[src/rtl/axis_packer_pkg.sv]
// Shared types and constants for the 16-to-32-bit AXI-Stream sample packer:
// data widths, byte-enable patterns and the packing FSM state type.
package axis_packer_pkg;

    localparam int IN_W   = 16;
    localparam int OUT_W  = 32;
    localparam int KEEP_W = OUT_W / 8;

    localparam logic [KEEP_W-1:0] KEEP_FULL = 4'b1111;
    localparam logic [KEEP_W-1:0] KEEP_HALF = 4'b0011;

    typedef enum logic {
        EMPTY = 1'b0,
        HALF  = 1'b1
    } pack_state_e;

endpackage

[src/rtl/axis_sample_packer.sv]
// Packs pairs of 16-bit AXI-Stream samples into 32-bit words (first sample low).
// Optional frame counter output enabled by defining AXIS_SAMPLE_PACKER_FRAME_CNT_EN.
module axis_sample_packer
    import axis_packer_pkg::*;
(
    input  logic              clk,
    input  logic              resetn,
    input  logic [IN_W-1:0]   s_axis_tdata,
    input  logic              s_axis_tvalid,
    input  logic              s_axis_tlast,
    output logic              s_axis_tready,
    output logic [OUT_W-1:0]  m_axis_tdata,
    output logic [KEEP_W-1:0] m_axis_tkeep,
    output logic              m_axis_tvalid,
    output logic              m_axis_tlast,
    input  logic              m_axis_tready
`ifdef AXIS_SAMPLE_PACKER_FRAME_CNT_EN
    ,
    output logic [15:0]       frame_count
`endif
);

    pack_state_e       state_q;
    logic [IN_W-1:0]   lo_q;
    logic [OUT_W-1:0]  tdata_q;
    logic [KEEP_W-1:0] tkeep_q;
    logic              tvalid_q;
    logic              tlast_q;

    logic in_fire;
    logic out_fire;

    // A new word may only be loaded when the output slot is free or draining now,
    // which also keeps the held word stable under backpressure.
    assign s_axis_tready = resetn & (~tvalid_q | m_axis_tready);
    assign in_fire       = s_axis_tvalid & s_axis_tready;
    assign out_fire      = tvalid_q & m_axis_tready;

    always_ff @(posedge clk or negedge resetn) begin
        if (!resetn) begin
            state_q  <= EMPTY;
            lo_q     <= '0;
            tdata_q  <= '0;
            tkeep_q  <= '0;
            tvalid_q <= 1'b0;
            tlast_q  <= 1'b0;
        end else begin
            if (out_fire) begin
                tvalid_q <= 1'b0;
            end
            if (in_fire) begin
                case (state_q)
                    EMPTY: begin
                        if (s_axis_tlast) begin
                            tdata_q  <= {{(OUT_W-IN_W){1'b0}}, s_axis_tdata};
                            tkeep_q  <= KEEP_HALF;
                            tlast_q  <= 1'b1;
                            tvalid_q <= 1'b1;
                        end else begin
                            lo_q    <= s_axis_tdata;
                            state_q <= HALF;
                        end
                    end
                    HALF: begin
                        tdata_q  <= {s_axis_tdata, lo_q};
                        tkeep_q  <= KEEP_FULL;
                        tlast_q  <= s_axis_tlast;
                        tvalid_q <= 1'b1;
                        state_q  <= EMPTY;
                    end
                    default: state_q <= EMPTY;
                endcase
            end
        end
    end

    assign m_axis_tdata  = tdata_q;
    assign m_axis_tkeep  = tkeep_q;
    assign m_axis_tvalid = tvalid_q;
    assign m_axis_tlast  = tlast_q;

`ifdef AXIS_SAMPLE_PACKER_FRAME_CNT_EN
    logic [15:0] frame_count_q;
    logic [15:0] frame_count_d;

    always_comb begin
        frame_count_d = frame_count_q;
        if (out_fire && tlast_q) begin
            frame_count_d = frame_count_q + 16'd1;
        end
    end

    always_ff @(posedge clk or negedge resetn) begin
        if (!resetn) begin
            frame_count_q <= '0;
        end else begin
            frame_count_q <= frame_count_d;
        end
    end

    assign frame_count = frame_count_q;
`endif

endmodule

[config.mk]
export PLATFORM = sky130hd
export DESIGN_NAME = axis_sample_packer
export DESIGN_NICKNAME = d
export VERILOG_FILES = /design/src/rtl/axis_packer_pkg.sv /design/src/rtl/axis_sample_packer.sv
export SDC_FILE = /design/constraint.sdc
export NUM_CORES = 1
export LEC_CHECK = 0
export CORE_MARGIN = 2
export CORE_UTILIZATION = 52
export CTS_CLUSTER_DIAMETER = 60
export DETAILED_ROUTE_END_ITERATION = 10
export PLACE_DENSITY = 0.94
export SYNTH_ARGS = -nofsm -noshare
export SYNTH_HDL_FRONTEND = slang
export SYNTH_SLANG_ARGS = --single-unit
[constraint.sdc]
create_clock -name clk -period 2.8 [get_ports clk]
set_clock_uncertainty 0.15 [all_clocks]
set_input_delay 0.28 -clock clk [delete_from_list [all_inputs] [get_ports clk]]
set_output_delay 0.28 -clock clk [all_outputs]
set_load 0.005 [all_outputs]
**After elaboration in Yosys (flattened, before gate mapping)**

Cells that the tools add are included.

- Bitwise logic cells: 7
- Multiplexer cells: 12
- Eq/ne operators: 1
- Reduce and logical (&&, ||, !) cells: 2

Operators with widths:

| kind | number |
|---|---|
| one-hot mux 32 bit (2 select lines) | 1 |
| 2-to-1 mux 32 bit | 1 |
| one-hot mux 4 bit (2 select lines) | 1 |
| one-hot mux 1 bit (2 select lines) | 3 |
| 2-to-1 mux 1 bit | 5 |
| 2-to-1 mux 4 bit | 1 |
| AND 1 bit | 3 |
| NOT 1 bit | 3 |
| AND reduction 3 bit | 1 |
| != test 2 bit (second input constant) | 1 |
| AND reduction 2 bit | 1 |
| bitwise OR 1 bit | 1 |

- Register bits: 55
- Input bits: 21
- Output and inout port bits: 39
- Logic and storage cells: 28

**Depth between registers and ports, before layout**

- Depth after elaboration: 5
- Mapped depth: 6
- Depth with buffers taken out: 3

**Worst setup path before layout**

No wires, ideal clock.

- Path type: reg2reg
- Start point: register state_q
- End point: register lo_q[10]
- Arrival: 1.347 ns
- Clock period less this slack: 1.622 ns
- Required time: 2.525 ns
- Library setup time: 0.125 ns
- Stages on the path, launching flop included: 7
- Setup slack: 1.178 ns
- Path buffers: 3
- Path through: dfrtp_1 buf_6 nor2_4 and4_4 buf_6 buf_12 mux2_4

- Cells in the longest elaborated chain, start to end: 2

RTL lines:

| what | line | RTL |
|---|---|---|
| start: declaration | axis_sample_packer.sv:23 | `pack_state_e state_q;` |
| start signal: assignment | axis_sample_packer.sv:41 | `state_q <= EMPTY;` |
| start signal: assignment | axis_sample_packer.sv:61 | `state_q <= HALF;` |
| start signal: assignment | axis_sample_packer.sv:69 | `state_q <= EMPTY;` |
| NOT 1 bit (no source line) | - |  |
| AND reduction 3 bit (no source line) | - |  |
| end signal: assignment | axis_sample_packer.sv:60 | `lo_q <= s_axis_tdata;` |
| end: declaration | axis_sample_packer.sv:24 | `logic [IN_W-1:0] lo_q;` |

Every way passes these cells.
A chain may end at the register's enable or synchronous reset.

**Final worst setup path**

- Start point: input port resetn
- End point: output port s_axis_tready

- Cells in the longest elaborated chain, start to end: 1

RTL lines:

| what | line | RTL |
|---|---|---|
| start: declaration | axis_sample_packer.sv:7 | `input logic resetn,` |
| AND 1 bit | axis_sample_packer.sv:35 | `assign s_axis_tready = resetn & (~tvalid_q \| m_axis_tready);` |
| end: declaration | axis_sample_packer.sv:11 | `output logic s_axis_tready,` |

Every way passes these cells.

==> results.json <==
{
  "outcome": "finished clean",
  "wl_met1_um": 2020,
  "period_needed_ns": 2.30,
  "cts_tree": "done",
  "cts_resized": 0,
  "path_cells": "dlygate4sd3_1 -> buf_2 -> and2_1 -> clkdlybuf4s50_1",
  "regArea_sq_um": 1330,
  "gp_congestion": 0.747,
  "clk-insertion-delay-late_ns": 0.30,
  "fillCellCount": 324,
  "drt-pass1-iter-count": 3,
  "fp.dieW_um": 70.6,
  "grt_pass1_vias": 1452,
  "syn_to_final_growth_pct": 29.2,
  "drive_above_1_share": 0.307,
  "clkPwrFrac": 0.166,
  "wl_per_cell_um": 17.2,
  "cts.path.max_buffers": 2,
  "initialDrtViolationCount": 45,
  "crit_start": "resetn",
  "swShare": 0.260,
  "ys_seq_area_frac": 0.576,
  "cts_buffers": 5,
  "total_power_mw": 2.55,
  "maxUsedRoutingLayer": "met4",
  "die_h_um": 70.6,
  "worstPathRequired_ns": 2.37,
  "wirelength_um": 4360,
  "setup.worst_path.end": "s_axis_tready",
  "fin_nets": 222,
  "path_depth": 4,
  "ir_drop_mv": 0.437,
  "cts_sinks": 53,
  "io_buffers": 59,
  "start_kind": "primary input",
  "p_int_mw": 1.89,
  "yosys_warnings": 0,
  "dpl.hpwl_um": 2960,
  "seq_power_share": 0.468,
  "r2r_cells": 3,
  "ctsHtreeMaxLevel": 2,
  "setup.worst_path.class": "in2out",
  "dr_wl_met3_um": 211,
  "die_area_sq_um": 4980,
  "worstPathMaxFanout": 20,
  "final_max_slew_viol_count": 0,
  "synth_top_area_share": 0.576,
  "tightest_slew_ns": 0.706,
  "netlist_instances": 142,
  "slew_headroom": 0.529,
  "combPwrFrac": 0.366,
  "syn_nets": 163,
  "vias_per_cell": 5.24,
  "synth_cell_type_count": 23,
  "multi_input_area_sq_um": 877,
  "slowest_stage": "dlygate4sd3_1",
  "final_cell_mix": "58 x clkdlybuf4s50_1, 53 x dfrtp_1, 25 x mux2_2",
  "synth_top_cell_by_area": "dfrtp_1",
  "arrival_ns": 1.87,
  "hold_viol": 0,
  "cp_top_family": "buffers and inverters",
  "dpl_cell_area_sq_um": 2880,
  "syn_area_per_cell_sq_um": 16.2,
  "drcViolationCount": 0,
  "ant_nets": 0,
  "fin_area_sq_um": 2980,
  "timing.rr.start": "state_q",
  "setup_viol": 0,
  "tns_ns": 0,
  "grt_max_degree": 36,
  "n_antenna_cell": 0,
  "final_util": 0.688,
  "yosys_register_bits": 53,
  "antenna_found_initial": 0,
  "synthesis.area_sq_um": 2300,
  "r2r_end": "m_axis_tdata[13]",
  "hp-class": "in2async",
  "cp_num_buf_inv": 3,
  "timing.fmax_mhz": 434,
  "max_stage_delay_ns": 0.52,
  "fin_crit_sh": 0.823,
  "reg2reg_slack_ns": 0.88,
  "gr-usage-all-layers": 0.186,
  "root_buffer": "clkbuf_8",
  "wl_met2_um": 2100,
  "timing.hold.ws_ns": 0.283,
  "placementRows": 24,
  "endpoint_kind": "primary output",
  "core_sq_um": 4320,
  "p_leak_nw": 1.33,
  "ios": 60,
  "grt_pass1_wl_um": 7190,
  "power_density_nw_per_um2": 858,
  "gr-total-overflow": 0,
  "path_clk_slew_ns": 0.09,
  "cap_violations": 0,
  "p_sw_uw": 663,
  "initial_core_util": 0.533,
  "via_count": 1331,
  "synthTopCellsByArea": "dfrtp_1 58%, mux2_4 14%, mux2_2 12%",
  "rsz0062_at_grt": "no",
  "layout_commonest_cell": "clkdlybuf4s50_1"
}
-- area by class of cell --
class,instances,share of cell area
tap,52,0.0219
inverter,1,0.00126
multi-input combinational,77,0.295
clock buffer,5,0.0231
timing repair buffer,63,0.208
sequential,53,0.446
clock inverter,3,0.00588
-- power by group through the flow --
stage / sequential [mW] / combinational, mW / clock, mW
2_1_floorplan: 1.19 / 0.466 / 0
3_3_place_gp: 1.20 / 0.915 / 0
3_5_place_dp: 1.21 / 0.944 / 0
4_1_cts: 1.20 / 0.951 / 0.434
5_1_grt: 1.24 / 1.01 / 0.462
6_report: 1.20 / 0.934 / 0.424
-- worst reg2reg max path: stages, from the launching register on --
cell      delay, ns
dfrtp_1        0.50
nor2_4         0.07
nand4b_4       0.58
mux2_4         0.51
-- cells in the mapped netlist --
library cell,count
mux2_2,25
o21a_1,1
nand2b_4,1
a21o_1,1
and3_1,1
nand4b_4,1
nand4_1,1
nor2_4,1
nand2b_1,1
mux2_1,2
nand2_1,1
buf_4,3
a22o_1,16
mux2_4,21
o21ai_0,1
and2_1,1
buf_6,3
buf_12,1
and4_4,1
and4_1,1
dfrtp_1,53
buf_2,4
inv_1,1
-- cell families (layout without fill, tap and decap cells) --
group / count (synthesis) / count (layout) / synth area share
flip-flops: 53 / 53 / 0.576
AND/OR/NAND/NOR: 10 / 10 / 0.0424
AO/OA/AOI/OAI: 19 / 19 / 0.0695
buffers and inverters: 12 / 72 / 0.0435
multiplexers: 48 / 48 / 0.269
-- through the flow --
stage                     worst slack (ns)  cells
final                                0.496    254
after global routing                 0.395    254
after CTS                            0.465    254
after detailed placement             0.579    245
after global placement               0.615    245
after floorplan                       1.18    142
-- state kept, by name (all words and copies together), names as in the netlist --
name and flops:
m_axis_tvalid 1, state_q 1, lo_q 16, m_axis_tlast 1, m_axis_tdata 32, m_axis_tkeep 2
-- how the worst min path moves through the flow --
stage / end / slack [ns] / cells after the start / startpoint
after CTS: m_axis_tdata[6] / 0.29 / 2 / resetn
final: m_axis_tlast / 0.28 / 2 / resetn
after detailed placement: m_axis_tkeep[2] / 0.09 / 1 / resetn
after floorplan: lo_q[0] / -0.17 / 0 / resetn
after global placement: m_axis_tkeep[2] / 0.08 / 1 / resetn
after global routing: m_axis_tdata[6] / 0.30 / 2 / resetn
-- timing repair --
| item | in CTS | in global routing |
|---|---|---|
| hold buffers | 1 | 0 |
| buffers inserted | 0 | 0 |
| endpoints found under the hold margin | 13 | 0 |
-- per-layer routing --
metal  vias up  global-route usage
met5         -                   0
met4         0              0.0566
met3         4              0.0456
met2        37               0.286
met1       663               0.266
li1        627                   -
(Power assumes the default switching activity.)
